**config.mk**
```make
export PLATFORM = sky130hd
export DESIGN_NAME = qdec_ctx_mem
export DESIGN_NICKNAME = d
export VERILOG_FILES = /design/src/rtl/qdec_ctx_mem.sv
export SDC_FILE = /design/constraint.sdc
export NUM_CORES = 2
export LEC_CHECK = 0
export BUFFER_PORTS_ARGS = -buffer_cell sky130_fd_sc_hd__buf_4
export CELL_PAD_IN_SITES_DETAIL_PLACEMENT = 1
export CELL_PAD_IN_SITES_GLOBAL_PLACEMENT = 1
export CORE_UTILIZATION = 30
export CTS_BUF_LIST = sky130_fd_sc_hd__clkbuf_16
export CTS_CLUSTER_SIZE = 40
export DETAILED_ROUTE_END_ITERATION = 10
export PLACE_DENSITY_LB_ADDON = 0.1
export SLEW_MARGIN = 5
export SYNTH_ARGS = -nofsm -noshare
export SYNTH_HDL_FRONTEND = slang
export SYNTH_SLANG_ARGS = --single-unit
```
**constraint.sdc**
```tcl
create_clock -name clk -period 29.5 [get_ports clk]
set_clock_uncertainty 0.05 [all_clocks]
set_input_delay 5.9 -clock clk [delete_from_list [all_inputs] [get_ports clk]]
set_output_delay 5.9 -clock clk [all_outputs]
set_load 0.05 [all_outputs]
```
**src/rtl/qdec_ctx_mem.sv**
```systemverilog
// CABAC context-state memory: init write stream, 1-cycle decoder reads, write-first updates.
// Optional WPP shadow bank (save/restore copy engine) enabled by defining QDEC_CTX_WPP_SYNC_EN.
module qdec_ctx_mem #(
    parameter int NUM_CTX = 566,
    parameter int ADDR_W  = 10,
    parameter int DATA_W  = 7
) (
    input  logic              clk,
    input  logic              rst_n,
    input  logic              ctx_init_start,
    input  logic [ADDR_W-1:0] ctx_init_addr,
    input  logic [DATA_W-1:0] ctx_init_wdata,
    input  logic              ctx_init_we,
    input  logic              ctx_init_done_intr,
    output logic              ctx_ready,
    input  logic              rd_en,
    input  logic [ADDR_W-1:0] rd_addr,
    output logic              rd_valid,
    output logic [DATA_W-2:0] rd_state,
    output logic              rd_mps,
    input  logic              upd_en,
    input  logic [ADDR_W-1:0] upd_addr,
    input  logic [DATA_W-2:0] upd_state,
    input  logic              upd_mps,
    output logic              err_access,
    input  logic              sync_save,
    input  logic              sync_restore,
    output logic              sync_busy
);

    localparam logic [ADDR_W-1:0] LP_NUM = ADDR_W'(NUM_CTX);

    typedef enum logic [2:0] {
        S_IDLE    = 3'd0,
        S_INIT    = 3'd1,
        S_READY   = 3'd2,
        S_SAVE    = 3'd3,
        S_RESTORE = 3'd4
    } state_t;

    state_t            r_state;
    logic              r_ready;
    logic              r_rd_valid;
    logic [DATA_W-2:0] r_rd_state;
    logic              r_rd_mps;
    logic              r_err;

    logic [DATA_W-1:0] r_mem [NUM_CTX];

    logic              w_in_ready;
    logic              w_rd_acc;
    logic              w_rd_in_range;
    logic              w_upd_wr;
    logic              w_init_wr;
    logic              w_err_evt;
    logic [DATA_W-1:0] w_rd_word;

`ifdef QDEC_CTX_WPP_SYNC_EN
    logic [DATA_W-1:0] r_shadow [NUM_CTX];
    logic [ADDR_W-1:0] r_cp_cnt;
    logic [DATA_W-1:0] r_cp_data;
    logic              r_busy;
    logic [ADDR_W-1:0] w_cp_waddr;
    logic              w_save_wr;
    logic              w_restore_wr;
`else
    logic              w_unused_sync;
    assign w_unused_sync = sync_save | sync_restore;
`endif

    // ctx_init_start dominates every other request in its cycle.
    always_comb begin
        w_in_ready    = (r_state == S_READY) && !ctx_init_start;
        w_rd_acc      = rd_en && w_in_ready;
        w_rd_in_range = (rd_addr < LP_NUM);
        w_upd_wr      = upd_en && w_in_ready && (upd_addr < LP_NUM);
        w_init_wr     = ctx_init_we && (r_state == S_INIT) && (ctx_init_addr < LP_NUM);
        w_err_evt     = (ctx_init_we && (r_state == S_INIT) && !(ctx_init_addr < LP_NUM))
                      | (rd_en  && ((r_state != S_READY) || !w_rd_in_range))
                      | (upd_en && ((r_state != S_READY) || !(upd_addr < LP_NUM)));
    end

    // Write-first: an update to the address being read in the same cycle is forwarded.
    always_comb begin
        w_rd_word = '0;
        if (w_rd_in_range) begin
            if (w_upd_wr && (upd_addr == rd_addr)) begin
                w_rd_word = {upd_mps, upd_state};
            end else begin
                w_rd_word = r_mem[rd_addr];
            end
        end
    end

`ifdef QDEC_CTX_WPP_SYNC_EN
    // Copy pipeline: entry k is read while cnt==k and written while cnt==k+1.
    always_comb begin
        w_cp_waddr   = r_cp_cnt - ADDR_W'(1);
        w_save_wr    = (r_state == S_SAVE)    && (r_cp_cnt != '0) && !ctx_init_start;
        w_restore_wr = (r_state == S_RESTORE) && (r_cp_cnt != '0) && !ctx_init_start;
    end

    always_ff @(posedge clk) begin
        if (w_save_wr) begin
            r_shadow[w_cp_waddr] <= r_cp_data;
        end
        if (r_cp_cnt < LP_NUM) begin
            r_cp_data <= (r_state == S_RESTORE) ? r_shadow[r_cp_cnt] : r_mem[r_cp_cnt];
        end
    end
`endif

    // Context RAM is deliberately left without reset.
    always_ff @(posedge clk) begin
        if (w_init_wr) begin
            r_mem[ctx_init_addr] <= ctx_init_wdata;
        end else if (w_upd_wr) begin
            r_mem[upd_addr] <= {upd_mps, upd_state};
        end
`ifdef QDEC_CTX_WPP_SYNC_EN
        else if (w_restore_wr) begin
            r_mem[w_cp_waddr] <= r_cp_data;
        end
`endif
    end

    always_ff @(posedge clk or negedge rst_n) begin
        if (!rst_n) begin
            r_state    <= S_IDLE;
            r_ready    <= 1'b0;
            r_rd_valid <= 1'b0;
            r_rd_state <= '0;
            r_rd_mps   <= 1'b0;
            r_err      <= 1'b0;
`ifdef QDEC_CTX_WPP_SYNC_EN
            r_cp_cnt   <= '0;
            r_busy     <= 1'b0;
`endif
        end else begin
            r_rd_valid <= 1'b0;
            if (ctx_init_start) begin
                r_state <= S_INIT;
                r_ready <= 1'b0;
                r_err   <= 1'b0;
`ifdef QDEC_CTX_WPP_SYNC_EN
                r_busy  <= 1'b0;
`endif
            end else begin
                if (w_err_evt) begin
                    r_err <= 1'b1;
                end
                if (w_rd_acc) begin
                    r_rd_valid <= 1'b1;
                    r_rd_state <= w_rd_word[DATA_W-2:0];
                    r_rd_mps   <= w_rd_word[DATA_W-1];
                end
                case (r_state)
                    S_IDLE: begin
                        r_ready <= 1'b0;
                    end
                    S_INIT: begin
                        if (ctx_init_done_intr) begin
                            r_state <= S_READY;
                            r_ready <= 1'b1;
                        end
                    end
                    S_READY: begin
`ifdef QDEC_CTX_WPP_SYNC_EN
                        if (sync_save || sync_restore) begin
                            r_state  <= sync_save ? S_SAVE : S_RESTORE;
                            r_ready  <= 1'b0;
                            r_busy   <= 1'b1;
                            r_cp_cnt <= '0;
                        end
`else
                        r_ready <= 1'b1;
`endif
                    end
`ifdef QDEC_CTX_WPP_SYNC_EN
                    S_SAVE, S_RESTORE: begin
                        if (r_cp_cnt == LP_NUM) begin
                            r_state <= S_READY;
                            r_ready <= 1'b1;
                            r_busy  <= 1'b0;
                        end else begin
                            r_cp_cnt <= r_cp_cnt + ADDR_W'(1);
                        end
                    end
`endif
                    default: begin
                        r_state <= S_IDLE;
                        r_ready <= 1'b0;
                    end
                endcase
            end
        end
    end

    assign ctx_ready  = r_ready;
    assign rd_valid   = r_rd_valid;
    assign rd_state   = r_rd_state;
    assign rd_mps     = r_rd_mps;
    assign err_access = r_err;
`ifdef QDEC_CTX_WPP_SYNC_EN
    assign sync_busy  = r_busy;
`else
    assign sync_busy  = 1'b0;
`endif

endmodule

```
==> metrics.txt <==
status finished clean; async set or reset register ratio after synthesis 0.3020%; setup bufs post-CTS 0; drt total wl 569.7 mm; H-tree depth 5; cells after synthesis 7735; period utilization 40.87%; DP Worst Slack 16260 ps; syn avg cell area 20.34 sq um; Worst Slack Setup Final 17440 ps; core area 521600 sq um; hold buffers post-CTS 0; Top FF cell, synth edfxtp_1; commonest non-fill, non-tap cell in the layout edfxtp_1; die area 527300 sq um; synth unique cells 95; DR vias 80950; most frequent cells in the layout 3962 x edfxtp_1, 765 x mux4_2, 646 x nor2_1; fraction of layout instances using a drive strength above 1 21.86%; time the worst path needs with I/O delays and setup 12060 ps; Die H 726.1 um; M1 WL 248.6 mm; critical-path maximum fanout 77; Yosys reg bits 3974; row cnt 265; antenna violations before repair 66; unrepaired setup endpoints after global routing false; Leak Pwr 55.94 nW; DPL Wire Length 348.2 mm; Setup CP Type input pin to flip-flop; CTS max path bufs 4; DRC Markers 0; Area Overhead vs Synth 14.38%; Post-synth EDFFs 3962; register area share after synthesis 75.82%; Slew Viols, Final 0; starting density of the core 30.16%; GP Congestion 0.8136; Worst setup EP type flip-flop; Worst slew margin 10.79%; Nets 8082; Synth Area in Simple Gates 3.110%; vias in the first global route 84320; Mapped Nets 7791; Post-Synth Adder-Cell Area 0.02386%; Combinational Power Share 5.8%; highest metal used met5; Final Hold Vio Count 0; Inst Count DP 14520; CTS Buf Count 447; CTS tree yes; CP Data Arrival Time 12800 ps; FMAX 82.95 MHz; Post-Synth XOR/XNOR Area 0.05567%; VDD IR-drop max 0.04664 mV; Resized cells post-CTS 0; Sw Pwr 2.854 mW; crit path launch type input pin; first-pass GRT wire length 766.1 mm; Synth Warn # 0; Worst EP required 30250 ps; # clock sinks 3974; wire length per cell 37.07 um; setup TNS 0 ps; met2 wire len 273.3 mm; Setup Viol. Count Final 0; metal3 WL 30.14 mm; largest family of logic cells by synthesized area multiplexers; post-synthesis mux area share 15.20%; power per cell area 68.87 nW/um^2; synthesized cell area 157300 sq um; DR vias/cell 5.267; Hold Path Class flip-flop to flip-flop; Port Buffers 60; antenna viol nets, final 0; chip width 726.1 um; max_cap viols 0; Int Pwr 9.538 mW; worst hold margin 470.8 ps; CTS clk-pin slew, worst paths 60 ps; Switching Fraction 23.03%; Overflow after GRT 0; CTS root buf clkbuf_16; Overall Power 12.39 mW; Synth Area in Compound Gates 3.480%; largest net degree at the start of global routing 183; Final Non-Filler Cells 15370; Starting DRT DRC Count 7979; worst-skew pair later-pin latency 1030 ps; Clk pwr share 43.9%; sequential share of power 50.3%; First-pass DRT Iterations 7; actual slew at the worst max-slew pin 1338 ps; # IOs 64; GRT Total Usage 21.16%
layer usage:
metal / track usage [%] / vias to the layer above
met4: 5.923 / 4
met3: 3.331 / 678
met1: 28.97 / 45090
li1: - / 32890
met5: 0 / -
met2: 34.98 / 2293
Yosys cell counts, drive strengths merged (35+ instances only):
master | n | area, sq um
edfxtp | 3962 | 119000
mux4 | 831 | 18960
nor2 | 653 | 2454
mux2i | 467 | 4674
buf | 314 | 2816
nand2 | 215 | 807.0
clkbuf | 179 | 740.7
a21oi | 141 | 705.7
a22oi | 98 | 740.7
o221ai | 98 | 877.1
o21ai | 96 | 480.5
o22ai | 82 | 513.0
nand3 | 79 | 395.4
nor3 | 39 | 195.2
a221oi | 37 | 336.6
a31oi | 36 | 225.2
a211oi | 35 | 262.8
metrics by stage:
step	instance area [sq um]	util, %
floorplan	157300	-
global placement	165800	31.78
detailed placement	165800	31.79
CTS	179900	34.49
global route	179900	34.49
finish	179900	34.50
sequential cells by signal (all words and copies together) (netlist names):
signal      count
r_mem        3962
rd_state        6
r_state         2
ctx_ready       1
err_access      1
rd_mps          1
rd_valid        1
worst max-delay path, cell delays in order:
cell and delay, ps:
buf_16 400, buf_4 670, buf_12 550, buf_4 590
buf_12 460, buf_4 700, mux4_2 600, mux2i_1 150
o21ai_0 90, nor3_1 820, o311ai_1 550, a311oi_1 540
buf_4 240, o31ai_1 180
cell type report:
cell class,instances,area [sq um]
clock inverter,363,2718
antenna,33,82.58
clock buffer,454,11360
tap,6942,8686
multi-input combinational,3251,34900
inverter,16,77.57
fill,50890,341600
timing repair buffer,336,2844
sequential,3974,119300
path summary, 6_finish.rpt:
| path | startpoint | endpoint | slack, ps | cells past startpoint |
|---|---|---|---|---|
| max in group asynchronous | rst_n | rd_valid | 24530 | 1 |
| worst max register to register | r_state[0] | r_mem[524][6] | 23610 | 12 |
| worst max-delay path | rd_addr[0] | rd_state[3] | 17440 | 14 |
| min in group asynchronous | rst_n | ctx_ready | 4690 | 1 |
| worst min-delay path | r_state[0] | r_state[0] | 470 | 1 |
| worst min register to register | r_state[0] | r_state[0] | 470 | 1 |
power groups by stage:
stage	combinational, mW	clock, mW	sequential, mW
after floorplan	0.375	0	6.43
after global placement	0.729	0	6.35
after detailed placement	0.737	0	6.35
after CTS	0.738	5.56	6.23
after global routing	0.754	5.74	6.23
final	0.724	5.44	6.23
cell families after synthesis:
| kind of cell | after synthesis |
|---|---|
| compound gates | 776 |
| xor+xnor | 10 |
| fa+ha+maj | 3 |
| buf+inv | 510 |
| flops | 3974 |
| mux | 1323 |
| other cells | 1 |
| simple gates | 1138 |
No activity file was read; power rests on OpenSTA's default activity.
